### src/rtl/lane_pkg.sv
`default_nettype none
// ============================================================================
// Module      : lane_pkg
// Description : Shared sizes, state encoding and lane-index wrap helper for
//               the lane return path.
// Revision    : 1.0 - initial release
// ============================================================================
package lane_pkg;

    localparam int LANES = 4;
    localparam int DW    = 1;
    localparam int SEL_W = $clog2(LANES);

    typedef enum logic [0:0] {
        IDLE = 1'b0,
        HOLD = 1'b1
    } state_t;

    // Operand is one bit wider than a lane index so ptr+offset cannot overflow.
    function automatic logic [SEL_W-1:0] lane_wrap(input logic [SEL_W:0] v);
        logic [SEL_W:0] m;
        m = v % (SEL_W+1)'(LANES);
        return m[SEL_W-1:0];
    endfunction

endpackage
`default_nettype wire

### src/rtl/lane_collector_if.sv
`default_nettype none
// ============================================================================
// Module      : lane_collector_if
// Description : Lane inputs, merged output handshake and status flags.
// Revision    : 1.0 - initial release
// ============================================================================
interface lane_collector_if;
    import lane_pkg::*;

    logic [LANES-1:0]    lane_vld;
    logic [LANES*DW-1:0] lane_data;
    logic                out_vld;
    logic                out_rdy;
    logic [SEL_W-1:0]    out_sel;
    logic [DW-1:0]       out_data;
    logic [LANES-1:0]    pend;
    logic [LANES-1:0]    ovf;
    logic                ovf_clr;

    modport master (
        output lane_vld, lane_data, out_rdy, ovf_clr,
        input  out_vld, out_sel, out_data, pend, ovf
    );

    modport slave (
        input  lane_vld, lane_data, out_rdy, ovf_clr,
        output out_vld, out_sel, out_data, pend, ovf
    );

endinterface
`default_nettype wire

### src/rtl/rr_lane_pick.sv
`default_nettype none
// ============================================================================
// Module      : rr_lane_pick
// Description : Combinational round-robin pick over pending lanes, starting
//               at ptr and wrapping to lane 0.
// Revision    : 1.0 - initial release
// ============================================================================
module rr_lane_pick
    import lane_pkg::*;
(
    input  wire logic [LANES-1:0] pend,
    input  wire logic [SEL_W-1:0] ptr,
    output logic                  found,
    output logic [SEL_W-1:0]      g
);

    // Scan from farthest to nearest so the closest pending lane to ptr wins.
    always_comb begin
        logic [SEL_W-1:0] w_idx;
        found = 1'b0;
        g     = '0;
        w_idx = '0;
        for (int k = LANES-1; k >= 0; k--) begin
            w_idx = lane_wrap({1'b0, ptr} + (SEL_W+1)'(k));
            if (pend[w_idx]) begin
                found = 1'b1;
                g     = w_idx;
            end
        end
    end

endmodule
`default_nettype wire

### src/rtl/lane_collector.sv
`default_nettype none
// ============================================================================
// Module      : lane_collector
// Description : Buffers one result per lane, arbitrates round-robin and
//               presents results with their lane index under valid/ready.
// Revision    : 1.0 - initial release
// ============================================================================
module lane_collector
    import lane_pkg::*;
(
    input  wire logic          clk,
    input  wire logic          rst_n,
    lane_collector_if.slave    bus
);

    state_t             r_state;
    state_t             w_state_nx;
    logic [SEL_W-1:0]   r_ptr;
    logic [DW-1:0]      r_buf [LANES];
    logic [LANES-1:0]   r_pend;
    logic [LANES-1:0]   r_ovf;
    logic [SEL_W-1:0]   r_out_sel;
    logic [DW-1:0]      r_out_data;

    logic               w_found;
    logic [SEL_W-1:0]   w_g;
    logic               w_take;
    logic [LANES-1:0]   w_pop;
    logic [LANES-1:0]   w_cap;
    logic [LANES-1:0]   w_ovf_set;

    rr_lane_pick u_pick (
        .pend  (r_pend),
        .ptr   (r_ptr),
        .found (w_found),
        .g     (w_g)
    );

    always_ff @(posedge clk or negedge rst_n) begin
        if (!rst_n) r_state <= IDLE;
        else        r_state <= w_state_nx;
    end

    always_comb begin
        w_state_nx = r_state;
        w_take     = 1'b0;
        case (r_state)
            IDLE: begin
                if (w_found) begin
                    w_take     = 1'b1;
                    w_state_nx = HOLD;
                end
            end
            HOLD: begin
                if (bus.out_rdy) begin
                    if (w_found) w_take     = 1'b1;
                    else         w_state_nx = IDLE;
                end
            end
            default: w_state_nx = IDLE;
        endcase
    end

    always_comb begin
        w_pop = '0;
        if (w_take) w_pop[w_g] = 1'b1;
    end

    // A lane popped this cycle can accept a new result without overflowing.
    always_comb begin
        w_cap     = '0;
        w_ovf_set = '0;
        for (int i = 0; i < LANES; i++) begin
            w_cap[i]     = bus.lane_vld[i] & (~r_pend[i] | w_pop[i]);
            w_ovf_set[i] = bus.lane_vld[i] &   r_pend[i] & ~w_pop[i];
        end
    end

    always_ff @(posedge clk or negedge rst_n) begin
        if (!rst_n) begin
            r_ptr      <= '0;
            r_pend     <= '0;
            r_ovf      <= '0;
            r_out_sel  <= '0;
            r_out_data <= '0;
            for (int i = 0; i < LANES; i++) r_buf[i] <= '0;
        end else begin
            r_pend <= w_cap | (r_pend & ~w_pop);
            r_ovf  <= (r_ovf & ~{LANES{bus.ovf_clr}}) | w_ovf_set;
            if (w_take) begin
                r_out_sel  <= w_g;
                r_out_data <= r_buf[w_g];
                r_ptr      <= lane_wrap({1'b0, w_g} + (SEL_W+1)'(1));
            end
            for (int i = 0; i < LANES; i++) begin
                if (w_cap[i]) r_buf[i] <= bus.lane_data[i*DW +: DW];
            end
        end
    end

    assign bus.out_vld  = (r_state == HOLD);
    assign bus.out_sel  = r_out_sel;
    assign bus.out_data = r_out_data;
    assign bus.pend     = r_pend;
    assign bus.ovf      = r_ovf;

endmodule
`default_nettype wire
### src/flat_wrapper.sv
// flat-port wrapper written by rule: the top's interface ports become plain ports
module lane_collector_flat import lane_pkg::*;
  (clk, rst_n, bus_lane_vld, bus_lane_data, bus_out_rdy, bus_ovf_clr, bus_out_vld, bus_out_sel, bus_out_data, bus_pend, bus_ovf);
  lane_collector_if bus_i ();
  input  wire logic clk;
  input  wire logic rst_n;
  input wire logic [$bits(bus_i.lane_vld)-1:0] bus_lane_vld;
  input wire logic [$bits(bus_i.lane_data)-1:0] bus_lane_data;
  input wire logic [$bits(bus_i.out_rdy)-1:0] bus_out_rdy;
  input wire logic [$bits(bus_i.ovf_clr)-1:0] bus_ovf_clr;
  output wire logic [$bits(bus_i.out_vld)-1:0] bus_out_vld;
  output wire logic [$bits(bus_i.out_sel)-1:0] bus_out_sel;
  output wire logic [$bits(bus_i.out_data)-1:0] bus_out_data;
  output wire logic [$bits(bus_i.pend)-1:0] bus_pend;
  output wire logic [$bits(bus_i.ovf)-1:0] bus_ovf;
  assign bus_i.lane_vld = bus_lane_vld;
  assign bus_i.lane_data = bus_lane_data;
  assign bus_i.out_rdy = bus_out_rdy;
  assign bus_i.ovf_clr = bus_ovf_clr;
  assign bus_out_vld = bus_i.out_vld;
  assign bus_out_sel = bus_i.out_sel;
  assign bus_out_data = bus_i.out_data;
  assign bus_pend = bus_i.pend;
  assign bus_ovf = bus_i.ovf;
  lane_collector u_core (.clk(clk), .rst_n(rst_n), .bus(bus_i));
endmodule
### config.mk
export PLATFORM = sky130hd
export DESIGN_NAME = lane_collector_flat
export DESIGN_NICKNAME = d
export VERILOG_FILES = /design/src/rtl/lane_pkg.sv /design/src/rtl/lane_collector_if.sv /design/src/rtl/rr_lane_pick.sv /design/src/rtl/lane_collector.sv /design/src/flat_wrapper.sv
export SDC_FILE = /design/constraint.sdc
export NUM_CORES = 1
export LEC_CHECK = 0
export BUFFER_PORTS_ARGS = -buffer_cell sky130_fd_sc_hd__buf_2
export CAP_MARGIN = 20
export CORE_MARGIN = 2
export CORE_UTILIZATION = 35
export CTS_CLUSTER_DIAMETER = 60
export DETAILED_ROUTE_END_ITERATION = 7
export MAX_ROUTING_LAYER = met4
export PLACE_DENSITY = 0.56
export SETUP_SLACK_MARGIN = 0.05
export SLEW_MARGIN = 40
export SYNTH_ARGS = -nofsm -noshare
export SYNTH_HDL_FRONTEND = slang
export SYNTH_SLANG_ARGS = --single-unit
export TNS_END_PERCENT = 10
### constraint.sdc
create_clock -name clk -period 1.8 [get_ports clk]
set_input_delay 0.18 -clock clk [delete_from_list [all_inputs] [get_ports clk]]
set_output_delay 0.18 -clock clk [all_outputs]
set_load 0.03 [all_outputs]
======== After elaboration in Yosys (flattened, before gate mapping) ========
Index checks and enable logic that the tools add are counted.
word-level totals
  register bits ........................... 18
  bits of input ports ..................... 12
  word-level logic and storage cells ...... 81
operators by class
  add/sub/neg operators ................... 4
  magnitude comparators ................... 7
  multiplexer cells ....................... 27
  bitwise gates (word level) .............. 32
  reductions and logical operators ........ 1
operators with widths
  cell                                                         count
  less-than comparator 2 x 3 -> 1 bit (second input constant)  5
  two-way mux 1 bit                                            14
  bitwise AND 1 bit                                            12
  binary-select mux 1 bit (select 2 bit)                       5
  inverter 1 bit                                               9
  bitwise AND 4 bit                                            2
  two-way mux 2 bit                                            4
  inverter 4 bit                                               2
  bitwise OR 4 bit                                             2
  adder 2 x 1 -> 2 bit (second input constant)                 2
  adder 2 bit (second input constant)                          2
  two-way mux 4 bit                                            1
  bitwise OR 1 bit                                             4
  case mux 1 bit (2 select lines)                              2
  >= comparator 3 bit (second input constant)                  1
  inverter 2 -> 3 bit                                          1
  demux 1 bit (select 2 bit)                                   1
  >= comparator 2 x 1 -> 1 bit (second input constant)         1
  logical AND 1 bit                                            1

======== Longest topological paths before layout ========
  word-level depth ........................ 15
  mapped depth ............................ 6
  mapped depth without buffers ............ 5

======== Modules after synthesis ========
A second synthesis with hierarchy kept.
second synthesis, totals
  cell total of the unflattened synthesis .. 86
  area total of the unflattened synthesis .. 905.9 µm²
by module, submodules not included
  module          instances  cells an instance  area an instance (µm²)  sequential area each (µm²)
  lane_collector  1          73                 828.3                   450.4
  rr_lane_pick    1          13                 77.6                    0.0

======== Worst setup path after synthesis ========
No wires, ideal clock.
  path kind ............................... flip-flop to flip-flop
  start point ............................. register u_core.r_pend[0], in the netlist u_core.bus.pend[0]
  end point ............................... register u_core.r_pend[2], in the netlist u_core.bus.pend[2]
  library setup time ...................... 124 ps
  arrival time ............................ 1760 ps
  required time ........................... 1676 ps
  slack ................................... -84 ps
  stages on the path, launching flop included .. 6
  buffers on the path ..................... 0
  path through ............................ dfrtp_1 a21oi_1 nor3_1 or4_4 o21a_1 or2_1
on the way
  cells in the longest elaborated chain, start to end .. 14
  elaborated cells on any way between the ends .. 30
  classes of those cells .................. order compare (2); mux (22); bitwise (5); reduce/logical (1)
ends and longest elaborated chain
  item                                                                                                              RTL line                                    source
  from (decl)                                                                                                       lane_collector.sv:20                        logic [LANES-1:0] r_pend;
  from (signal assigned)                                                                                            lane_collector.sv:88                        r_pend <= w_cap | (r_pend & ~w_pop);
  binary-select mux 1 bit (select 2 bit)                                                                            rr_lane_pick.sv:25                          if (pend[w_idx]) begin
  two-way mux 1 bit (implied by the code)                                                                           rr_lane_pick.sv:25
  two-way mux 2 bit (4 in a row)                                                                                    rr_lane_pick.sv:25
  less-than comparator 2 x 3 -> 1 bit (implied by the code) / >= comparator 2 x 1 -> 1 bit (equally long branches)  lane_collector.sv:66                        if (w_take) w_pop[w_g] = 1'b1;
  logical AND 1 bit (implied by the code)                                                                           lane_collector.sv:66
  two-way mux 1 bit (implied by the code)                                                                           lane_collector.sv:66
  demux 1 bit (select 2 bit)                                                                                        n/a
  two-way mux 4 bit (*)                                                                                             lane_collector.sv:66
  bitwise OR 1 bit / inverter 4 bit (equally long branches)                                                         lane_collector.sv:74, lane_collector.sv:88
  bitwise AND 1 bit / bitwise AND 4 bit (equally long branches)                                                     lane_collector.sv:74, lane_collector.sv:88
  bitwise OR 4 bit (*)                                                                                              lane_collector.sv:88
Every way passes the cells marked *; elsewhere a longest branch is shown, timed or not. The select of a mux whose other input is x is not followed.
A chain may end at the register's enable or synchronous reset.

======== Final worst setup path ========
Same ends and word-level chain as after synthesis.

==> results.txt <==
The run finished with clean final reports. The clock tree from TritonCTS is built. The vertical extent of the die came out at between 50 and 60 um. After routing, the total negative slack on setup checks comes to 0 ps.

The via count of the first global-routing pass came out at 670. The number of slew-limit violations in the final report is 0. The async set-reset flop share out of synthesis came out at 100.0%. The number of antenna diodes in the final layout is 0. The critical path endpoint is u_core.bus.pend[2]. The number of hold violations in the final report came to 0.

The post-detailed-routing wire length came out at around 1800 um. After detailed routing, the number of vias per cell comes to about 5.0. The number of cell instances on the worst register-to-register path came out at 5.

The overall via count from detail_route came out at 753. The worst clock skew is roughly 6.1 ps. The kind of critical path is reg -> reg.

The maximum number of pins on one net before global-route repair is 19. In this run the worst path has a maximum fanout of 7. The starting density of the core came out at between 30 and 40%. At the end of routability-driven placement, the weighted congestion stood at ~0.89. The worst setup path is captured at a register.

The total clock sinks is 18. For this run the aggregate overflow at the end of global routing stands at 0. The worst setup path is launched from a register. IR analysis of the VDD net gives a maximum drop of 0.7780 mV. The number of antenna violations at the first check in global routing came to 0. The number of buffers on the longest clock path came out at 2. In this run the most critical hold path is launched from bus_lane_vld[0].

The net total in the final layout is approximately 130. Power spread over the standard cell area amounts to around 1800 nW/um^2. The startpoint identified for the worst register-to-register timing path is u_core.bus.pend[0]. The deepest level of the CTS H-tree came out at 1. The tree is rooted in a sky130_fd_sc_hd__clkbuf_4. The total number of placement rows came out at 18. The clock-pin slew of the registers on the worst-case setup and hold paths came out at approximately 110 ps. Global routing used between 10% and 20% of the available tracks. The average size of a mapped cell came out at ~10 um^2. Data on the critical path arrives at its endpoint at just under 2000 ps. The detail-routed net length per standard cell came out at about 12 um. Setup violations remaining at the end of the flow were counted as 0. The post-placement cell area came out at around 1100 um^2. Including well taps, the total number of placed cells is about 150.

The worst hold path belongs to the class in -> reg. The area of the multi-input gates came out at 391.6 um^2. The number of distinct standard cells referenced by the synthesized netlist came out at 31. The total of warnings raised by yosys came out at 0.

The summed area of non-filler cells in the final layout is between 1000 and 1500 um^2. The half-perimeter wire length after detailed placement is 1418 um. In the synthesized netlist the dominant register cell turns out to be sky130_fd_sc_hd__dfrtp_1. The count of maximum capacitance violations came out at 0. The number of design-rule violations left by the first detailed-router iteration came out at 12.

The cell area after synthesis came out at around 870 um^2. The first-pass GRT wire length is approximately 3000 um. In this run the register-to-register setup slack is 10 ps. The sequential area share after synthesis came out at between 50% and 60%.

The DRC violations left came out at 0. The count of fill cells added during filler insertion is approximately 240. The number of I/O port buffers came out at 23. The post-synth net total came out at 98.

Setup repair after global routing could not meet its margin everywhere. The number of enable-type register cells in the synthesized netlist is 0. From synthesis to final layout, the design area changed by 30.09%. The endpoint of the lowest-slack register-to-register path is u_core.bus.pend[2]. The top-level I/O count came out at 24. The share of final-layout standard cells stronger than drive strength 1 came out at 36.36%.

The critical path starts at u_core.bus.pend[0]. The minimum clock period after layout is ~1800 ps. The total clock buffers created by CTS is 3. The number of instances in the synthesized netlist came out at 86.

The core region is 2410 um^2. The area of the die came out at about 2900 um^2. The transition time at the pin with the least slew margin came out at about 400 ps. The final worst hold slack came out at approximately 110 ps. The detailed-routing iteration count for the pre-antenna-repair pass came out at 4. The count of state elements after synthesis is 18. Of the available clock period, the critical path in the final layout requires 99.18%. The data required time at the worst endpoint is between 1500 and 2000 ps. Measured along the x axis, the die boundary spans 53.95 um. Based on the critical path, the design can be clocked at up to 560.2 MHz. The static power due to leakage came out at around 0.53 nW.

The remaining antenna violation count after routing is 0. The max-slew headroom at the worst pin came out at about 73%. The clock insertion delay at the later pin of the skew report is between 200 and 300 ps.

The final non-filler cell total came out at about 150. The area of all sequential standard cells is 455.4 um^2.
[state kept, by name, summed over array words and instances (netlist names)]
name / flops
u_core.r_ptr: 2
u_core.bus.out_sel: 2
u_core.bus.out_data: 1
u_core.bus.ovf: 4
u_core.r_buf: 4
u_core.bus.pend: 4
u_core.bus.out_vld: 1
[logic make-up (layout without fill, tap and decap cells)]
family,count (synthesis),after routing,synth area share (%)
AO/OA/AOI/OAI,29,29,24.36
AND/OR/NAND/NOR,27,27,16.05
flip-flops,18,18,51.58
buffers and inverters,9,44,4.728
multiplexers,2,2,2.292
XOR/XNOR,1,1,1.003
[final cells by class]
type | count | share of cell area, %
inverters | 8 | 2.643
clock buffers | 4 | 3.194
well taps | 30 | 3.304
multi-input cells | 59 | 34.47
flip-flops and latches | 18 | 40.09
repair buffers | 32 | 16.30
[worst min path at each step]
stage                                 end  slack, ps  cells past startpoint
floorplan             u_core.bus.out_data       -120                      0
global placement          u_core.r_ptr[0]        140                      1
detailed placement  u_core.bus.out_sel[0]        140                      1
CTS                    u_core.bus.pend[2]        100                      2
global route           u_core.bus.pend[3]        120                      2
finish                 u_core.bus.pend[0]        110                      3
[power by group]
| part | switching (mW) | total [mW] | internal (mW) |
|---|---|---|---|
| combinational | 0.621 | 1.10 | 0.481 |
| clock | 0.125 | 0.248 | 0.123 |
| sequential | 0.155 | 0.731 | 0.576 |
| total | 0.900 | 2.08 | 1.18 |
[worst max-delay path, cell delays in order, from the launching register on]
cell	delay [ps]
sky130_fd_sc_hd__dfrtp_2	480
sky130_fd_sc_hd__a21oi_2	130
sky130_fd_sc_hd__nor3_1	80
sky130_fd_sc_hd__or4_4	580
sky130_fd_sc_hd__o21a_1	210
sky130_fd_sc_hd__or2_1	200
[synth_stat cells, types with 2 or more instances]
cell type | n | area share (%)
sky130_fd_sc_hd__inv_1 | 8 | 3.4
sky130_fd_sc_hd__nand2_1 | 12 | 5.2
sky130_fd_sc_hd__mux2i_1 | 2 | 2.3
sky130_fd_sc_hd__o211ai_1 | 2 | 1.7
sky130_fd_sc_hd__nand2b_1 | 2 | 1.4
sky130_fd_sc_hd__a22o_1 | 2 | 2.0
sky130_fd_sc_hd__dfrtp_1 | 18 | 52
sky130_fd_sc_hd__o2bb2ai_1 | 3 | 3.0
sky130_fd_sc_hd__or2_1 | 3 | 2.1
sky130_fd_sc_hd__o21ai_0 | 6 | 3.4
sky130_fd_sc_hd__nor3_1 | 4 | 2.3
sky130_fd_sc_hd__a21oi_1 | 3 | 1.7
sky130_fd_sc_hd__a221oi_1 | 2 | 2.0
sky130_fd_sc_hd__nor2_1 | 2 | 0.86
[through the flow]
| step | setup WS [ps] | utilization (%) | power (mW) |
|---|---|---|---|
| after floorplan | 28.81 | - | 1.482 |
| after global placement | 18.63 | 44.65 | 1.823 |
| after detailed placement | 29.94 | 44.65 | 1.828 |
| after CTS | 22.83 | 46.88 | 2.096 |
| after global routing | -60.22 | 47.14 | 2.247 |
| final | 14.78 | 47.14 | 2.081 |
[metal layers]
metal	vias up	GRT usage, %	wire (um)
met4	0	6.410	13
met3	2	2.500	80
met1	354	19.51	894
li1	382	-	-
met5	-	-	0
met2	15	22.56	828
[placed cells by master (no fill, tap or decap), types with 2 or more instances in the layout]
cell type	count
sky130_fd_sc_hd__a22o_1	2
sky130_fd_sc_hd__nand2b_1	2
sky130_fd_sc_hd__o2bb2ai_1	3
sky130_fd_sc_hd__clkbuf_4	3
sky130_fd_sc_hd__or2_1	3
sky130_fd_sc_hd__nor3_1	4
sky130_fd_sc_hd__dfrtp_1	14
sky130_fd_sc_hd__nor2_1	2
sky130_fd_sc_hd__nand2_1	12
sky130_fd_sc_hd__inv_1	8
sky130_fd_sc_hd__buf_2	23
sky130_fd_sc_hd__o211ai_1	2
sky130_fd_sc_hd__mux2i_1	2
sky130_fd_sc_hd__dfrtp_2	4
sky130_fd_sc_hd__o21ai_0	6
sky130_fd_sc_hd__a21oi_1	2
sky130_fd_sc_hd__buf_4	8
[timing repair]
| action | 4_1_cts | 5_1_grt |
|---|---|---|
| gates cloned | 0 | 0 |
| setup buffers | 1 | 0 |
| setup endpoints to repair | 2 | 10 |
| hold endpoints to repair | 18 | 0 |
| resized for setup | 0 | 1 |
| hold buffers | 1 | 0 |
No activity file was read; power rests on OpenSTA's default activity.
